## src/rtl/axi_lite_pkg.sv

```systemverilog
// Shared types for the AXI4-Lite single-outstanding master: FSM states and response codes.
package axi_lite_pkg;

   typedef enum logic [2:0] {
      StIdle,
      StWrite,
      StWresp,
      StRaddr,
      StRdata
   } state_e;

   localparam logic [1:0] RespOkay   = 2'b00;
   localparam logic [1:0] RespExokay = 2'b01;
   localparam logic [1:0] RespSlverr = 2'b10;
   localparam logic [1:0] RespDecerr = 2'b11;

endpackage

```

## src/rtl/axi_lite_master.sv

```systemverilog
// AXI4-Lite master: turns one user command at a time into an AXI read or write
// and reports completion with a single-cycle rsp_valid pulse.
module axi_lite_master
   import axi_lite_pkg::*;
#(
   parameter int C_M00_AXI_DATA_WIDTH = 32,
   parameter int C_M00_AXI_ADDR_WIDTH = 4
) (
   input  logic                                m00_axi_aclk,
   input  logic                                m00_axi_aresetn,
   // user command / response
   input  logic                                cmd_valid,
   output logic                                cmd_ready,
   input  logic                                cmd_we,
   input  logic [C_M00_AXI_ADDR_WIDTH-1:0]     cmd_addr,
   input  logic [C_M00_AXI_DATA_WIDTH-1:0]     cmd_wdata,
   input  logic [C_M00_AXI_DATA_WIDTH/8-1:0]   cmd_wstrb,
   output logic                                rsp_valid,
   output logic [C_M00_AXI_DATA_WIDTH-1:0]     rsp_rdata,
   output logic [1:0]                          rsp_resp,
   // AW channel
   output logic [C_M00_AXI_ADDR_WIDTH-1:0]     m00_axi_awaddr,
   output logic [2:0]                          m00_axi_awprot,
   output logic                                m00_axi_awvalid,
   input  logic                                m00_axi_awready,
   // W channel
   output logic [C_M00_AXI_DATA_WIDTH-1:0]     m00_axi_wdata,
   output logic [C_M00_AXI_DATA_WIDTH/8-1:0]   m00_axi_wstrb,
   output logic                                m00_axi_wvalid,
   input  logic                                m00_axi_wready,
   // B channel
   input  logic [1:0]                          m00_axi_bresp,
   input  logic                                m00_axi_bvalid,
   output logic                                m00_axi_bready,
   // AR channel
   output logic [C_M00_AXI_ADDR_WIDTH-1:0]     m00_axi_araddr,
   output logic [2:0]                          m00_axi_arprot,
   output logic                                m00_axi_arvalid,
   input  logic                                m00_axi_arready,
   // R channel
   input  logic [C_M00_AXI_DATA_WIDTH-1:0]     m00_axi_rdata,
   input  logic [1:0]                          m00_axi_rresp,
   input  logic                                m00_axi_rvalid,
   output logic                                m00_axi_rready
);

   localparam int DW = C_M00_AXI_DATA_WIDTH;
   localparam int AW = C_M00_AXI_ADDR_WIDTH;
   localparam int SW = C_M00_AXI_DATA_WIDTH / 8;

   state_e         state_q, state_d;
   logic [AW-1:0]  addr_q, addr_d;
   logic [DW-1:0]  wdata_q, wdata_d;
   logic [SW-1:0]  wstrb_q, wstrb_d;
   logic           aw_done_q, aw_done_d;
   logic           w_done_q, w_done_d;
   logic           rsp_valid_q, rsp_valid_d;
   logic [DW-1:0]  rsp_rdata_q, rsp_rdata_d;
   logic [1:0]     rsp_resp_q, rsp_resp_d;

   logic aw_fire, w_fire, ar_fire;

   always_ff @(posedge m00_axi_aclk) begin
      if (!m00_axi_aresetn) begin
         state_q     <= StIdle;
         addr_q      <= '0;
         wdata_q     <= '0;
         wstrb_q     <= '0;
         aw_done_q   <= 1'b0;
         w_done_q    <= 1'b0;
         rsp_valid_q <= 1'b0;
         rsp_rdata_q <= '0;
         rsp_resp_q  <= RespOkay;
      end else begin
         state_q     <= state_d;
         addr_q      <= addr_d;
         wdata_q     <= wdata_d;
         wstrb_q     <= wstrb_d;
         aw_done_q   <= aw_done_d;
         w_done_q    <= w_done_d;
         rsp_valid_q <= rsp_valid_d;
         rsp_rdata_q <= rsp_rdata_d;
         rsp_resp_q  <= rsp_resp_d;
      end
   end

   assign aw_fire = m00_axi_awvalid & m00_axi_awready;
   assign w_fire  = m00_axi_wvalid & m00_axi_wready;
   assign ar_fire = m00_axi_arvalid & m00_axi_arready;

   always_comb begin
      state_d     = state_q;
      addr_d      = addr_q;
      wdata_d     = wdata_q;
      wstrb_d     = wstrb_q;
      aw_done_d   = aw_done_q;
      w_done_d    = w_done_q;
      rsp_valid_d = 1'b0;
      rsp_rdata_d = rsp_rdata_q;
      rsp_resp_d  = rsp_resp_q;

      unique case (state_q)
         StIdle: begin
            if (cmd_valid) begin
               addr_d    = cmd_addr;
               wdata_d   = cmd_wdata;
               wstrb_d   = cmd_wstrb;
               aw_done_d = 1'b0;
               w_done_d  = 1'b0;
               state_d   = cmd_we ? StWrite : StRaddr;
            end
         end
         StWrite: begin
            // AW and W complete independently, in either order or together
            aw_done_d = aw_done_q | aw_fire;
            w_done_d  = w_done_q | w_fire;
            if (aw_done_d && w_done_d) begin
               state_d = StWresp;
            end
         end
         StWresp: begin
            if (m00_axi_bvalid) begin
               rsp_resp_d  = m00_axi_bresp;
               rsp_rdata_d = '0;
               rsp_valid_d = 1'b1;
               state_d     = StIdle;
            end
         end
         StRaddr: begin
            if (ar_fire) begin
               state_d = StRdata;
            end
         end
         StRdata: begin
            if (m00_axi_rvalid) begin
               rsp_resp_d  = m00_axi_rresp;
               rsp_rdata_d = m00_axi_rdata;
               rsp_valid_d = 1'b1;
               state_d     = StIdle;
            end
         end
         default: state_d = StIdle;
      endcase
   end

   assign cmd_ready       = (state_q == StIdle);
   assign rsp_valid       = rsp_valid_q;
   assign rsp_rdata       = rsp_rdata_q;
   assign rsp_resp        = rsp_resp_q;

   assign m00_axi_awaddr  = addr_q;
   assign m00_axi_awprot  = 3'b000;
   assign m00_axi_awvalid = (state_q == StWrite) && !aw_done_q;
   assign m00_axi_wdata   = wdata_q;
   assign m00_axi_wstrb   = wstrb_q;
   assign m00_axi_wvalid  = (state_q == StWrite) && !w_done_q;
   assign m00_axi_bready  = (state_q == StWresp);
   assign m00_axi_araddr  = addr_q;
   assign m00_axi_arprot  = 3'b000;
   assign m00_axi_arvalid = (state_q == StRaddr);
   assign m00_axi_rready  = (state_q == StRdata);

endmodule

```

## config.mk

```make
export PLATFORM = sky130hd
export DESIGN_NAME = axi_lite_master
export DESIGN_NICKNAME = d
export VERILOG_FILES = /design/src/rtl/axi_lite_pkg.sv /design/src/rtl/axi_lite_master.sv
export SDC_FILE = /design/constraint.sdc
export NUM_CORES = 1
export LEC_CHECK = 0
export BUFFER_PORTS_ARGS = -buffer_cell sky130_fd_sc_hd__buf_2
export CAP_MARGIN = 20
export CORE_AREA = 10 10 95 97
export DETAILED_ROUTE_END_ITERATION = 12
export DIE_AREA = 0 0 105 107
export GPL_ROUTABILITY_DRIVEN = 0
export PLACE_DENSITY = 0.86
export SYNTH_ARGS = -nofsm -noshare
export SYNTH_HDL_FRONTEND = slang
export SYNTH_SLANG_ARGS = --single-unit
```

## constraint.sdc

```tcl
create_clock -name m00_axi_aclk -period 2 [get_ports m00_axi_aclk]
set_input_delay 0.2 -clock m00_axi_aclk [delete_from_list [all_inputs] [get_ports m00_axi_aclk]]
set_output_delay 0.2 -clock m00_axi_aclk [all_outputs]
set_load 0.01 [all_outputs]
```

==> impl_results.md <==
* Top-Level Pins at 176
* Largest stage delay on the critical path at 0.80 ns
* Largest delay share family, worst path: compound AO/OA/AOI/OAI gates
* CP startpoint kind: flop
* Fmax at 553 MHz
* Psw at 1.05 mW
* CP Buf/Inv Count at 1
* FF-to-FF path depth at 4
* Reg2reg setup slack at 0.19 ns
* DR WL/cell at 15.4 um
* Reg2reg end: rsp_rdata[18]$_SDFFE_PN0P_
* Worst Tran Pin Value at 0.995 ns
* Setup crit end kind: flop
* 1st-iter DRT viols at 140
* Clk Latency, worst-skew pair at 0.33 ns
* Placed insts at 591
* Worst R2R Start: state_q[0]$_SDFFE_PN0P_
* CP Data Required Time at 2.26 ns
* P&R area growth vs syn at 31.9%
* Worst hold path class: in2reg
* CTS tree: yes
* Synth cell types at 30
* Pint at 2.57 mW
* Remaining DRCs at 0
* Crit path time final at 1.81 ns
* Post-Synth Simple-Gate Area at 0.189
* Clock share of power at 0.299
* Power density cells at 895 nW/um2
* Final hold vios at 0
* Die X at 105 um
* Hold wc startpoint: cmd_wdata[25]
* Ys Warns at 0
* HPWL after detailed placement at 7.29 mm
* Initial Utilization at 0.429
* Total CTS buffers at 9
* Max Fanout on Critical Path at 33
* Kind of critical path: reg2reg
* Slowest CP cell: a31oi_4
* XOR/XNOR share of the synthesized area at 0
* Routed vias/inst at 4.84
* Post-Syn Area per Cell at 8.81 um2
* Mux cell area share after synthesis at 0.00980
* DRT antenna net count at 0
* Std-Cell Rows at 31
* Compound-Gate Fraction of Synth Area at 0.191
* CTS clock-pin slew for the worst setup and hold paths at 0.08 ns
* DR vias at 2926
* Die height at 107 um
* P_leak at 1.93 nW
* Port Buffer Count at 169
* Yosys reg bits at 80
* Max-cap violations at 0
* Clock Sink Count at 80
* Worst Setup SP: state_q[0]$_SDFFE_PN0P_
* Max_slew headroom at 0.337
* Vias in the first global route at 3043
* Setup TNS at 0 ns
* Critical path arrival at 2.07 ns
* Postcts setup bufs at 0
* Die area at 11200 um2
* Worst VDD drop at 0.375 mV
* Slew Viols, Final at 0
* Status: complete, no violations
* Worst hold endpoint: m00_axi_wdata[25]$_SDFFE_PN0P_
* Count of final setup violators at 0
* Comb pwr share at 0.206
* # diodes at 0
* Syn Std Cell Area at 3060 um2
* Share of cells above drive strength 1 at 0.409
* Final period utilization at 0.904
* Initial antenna violation count at 0
* Post-Synth Adder-Cell Area at 0
* First-pass DRT Iterations at 4
* Clock skew at 0.0111 ns
* Grt ovf at 0
* Hold Buf Count CTS at 0
* Sequential power share at 0.495
* CTS Buffer Depth at 2
* First-pass GRT wire length at 15.0 mm
* Finished Layout Cells at 605
* Core area at 7140 um2
* Htree depth at 3
* Hold Path Cell Cnt at 3
* Pin count of the biggest net entering global routing at 34
* CTS root buffer: clkbuf_8
* Seq/Total Area, Yosys at 0.523
* Crit path cell chain: inv_1, a31oi_4, a22oi_1, nor2_1
* NumNets Final at 588
* Switch share at 0.290
* Main combinational cell family by area after synthesis: compound AO/OA/AOI/OAI gates
* RSZ-0062 raised after global routing: no
* Final wirelength at 9.29 mm
* Synthesized instance count at 348
* Total GRT Usage at 0.161
-- cells in the final DEF (no fill, tap or decap), drive strengths merged --
master	count
a21oi	45
a22oi	32
a311oi	1
a31o	1
a31oi	2
and2	2
buf	176
bufinv	1
clkbuf	10
clkinv	2
clkinvlp	1
conb	6
dfxtp	80
inv	3
mux2i	3
nand2	85
nand2b	2
nand4b	1
nor2	41
nor2b	1
nor3	2
nor3b	2
nor4bb	1
o211ai	1
o21ai	3
o22ai	1
or3	1
-- how the worst max path moves through the flow --
stage | to | slack, ns | cells past startpoint
2_1_floorplan | rsp_rdata[10]$_SDFFE_PN0P_ | 0.62 | 7
3_3_place_gp | rsp_rdata[20]$_SDFFE_PN0P_ | 0.18 | 4
3_5_place_dp | rsp_rdata[21]$_SDFFE_PN0P_ | 0.007 | 4
4_1_cts | rsp_rdata[21]$_SDFFE_PN0P_ | 0.07 | 4
5_1_grt | rsp_rdata[18]$_SDFFE_PN0P_ | 0.001 | 4
6_report | rsp_rdata[18]$_SDFFE_PN0P_ | 0.19 | 4
-- layer usage --
layer	wire (um)	up-vias	global-route usage	part of all wire
met3	874	12	0.0665	0.094
met1	3660	1340	0.169	0.39
met5	0	-	0	0
met2	4620	123	0.286	0.50
li1	-	1451	-	-
met4	133	0	0.0578	0.014
-- logic make-up after synthesis --
family          Yosys count
simple gates            138
compound gates           86
flops                    80
buf+inv                  40
mux                       3
other cells               1
-- Yosys cell counts --
library cell	instances	area, um2
a22oi_2	9	113
o22ai_1	1	6.26
nor2b_1	1	6.26
nor3b_2	1	12.5
o21ai_0	3	15.0
clkbuf_1	12	45.0
mux2i_1	3	30.0
a31o_2	1	8.76
nor3_2	1	10.0
buf_2	2	10.0
nor4bb_4	1	25.0
buf_6	7	78.8
nand2b_1	2	12.5
buf_4	16	120
a21oi_1	45	225
a311oi_1	1	8.76
nor3b_1	1	7.51
nand4b_1	1	8.76
nor2_1	41	154
nand2_1	85	319
a31oi_4	1	21.3
or3_1	1	6.26
o211ai_1	1	7.51
a22oi_1	23	173
conb_1	1	3.75
and2_1	2	12.5
inv_1	3	11.3
a31oi_1	1	6.26
nor3_1	1	5.00
dfxtp_1	80	1600
-- flip-flops by register name, indices dropped and copies added (netlist names) --
name,cells
state_q,3
m00_axi_wstrb,4
rsp_rdata,32
m00_axi_wdata,32
rsp_resp,2
w_done_q,1
m00_axi_araddr,4
rsp_valid,1
aw_done_q,1
-- area by class of cell --
type | count | area [um2]
multi-input combinational | 233 | 1220
fill | 688 | 3090
clock buffer | 10 | 128
clock inverter | 4 | 47.5
sequential | 80 | 1610
inverter | 3 | 11.3
tap | 99 | 124
timing repair buffer | 176 | 911
-- stage by stage --
step,util,power [mW],hold slack [ns],instance area [um2],setup WS [ns]
after floorplan,-,2.33,0.336,3080,0.625
after global placement,0.541,2.56,0.439,3860,0.177
after detailed placement,0.541,2.59,0.443,3860,0.00718
after CTS,0.566,3.68,0.0748,4040,0.0700
after global routing,0.566,3.83,0.0913,4040,0.00146
final,0.566,3.62,0.0957,4040,0.192
-- tightest hold or removal path, stage by stage --
cell and delay (ns):
buf_2 0.10, nand2_1 0.04, a21oi_1 0.05
-- power groups by stage --
| stage | Combinational, mW | Clock, mW | Sequential, mW |
|---|---|---|---|
| floorplan | 0.477 | 0 | 1.85 |
| global placement | 0.739 | 0 | 1.82 |
| detailed placement | 0.759 | 0 | 1.83 |
| CTS | 0.761 | 1.12 | 1.79 |
| global route | 0.837 | 1.18 | 1.81 |
| finish | 0.745 | 1.08 | 1.79 |
-- timing repair --
action,in CTS,in global routing
hold endpoints to repair,0,0
setup endpoints to repair,1,17
gates resized for setup,1,2
pin swaps,0,1
Power figures use the tool's default switching activity.
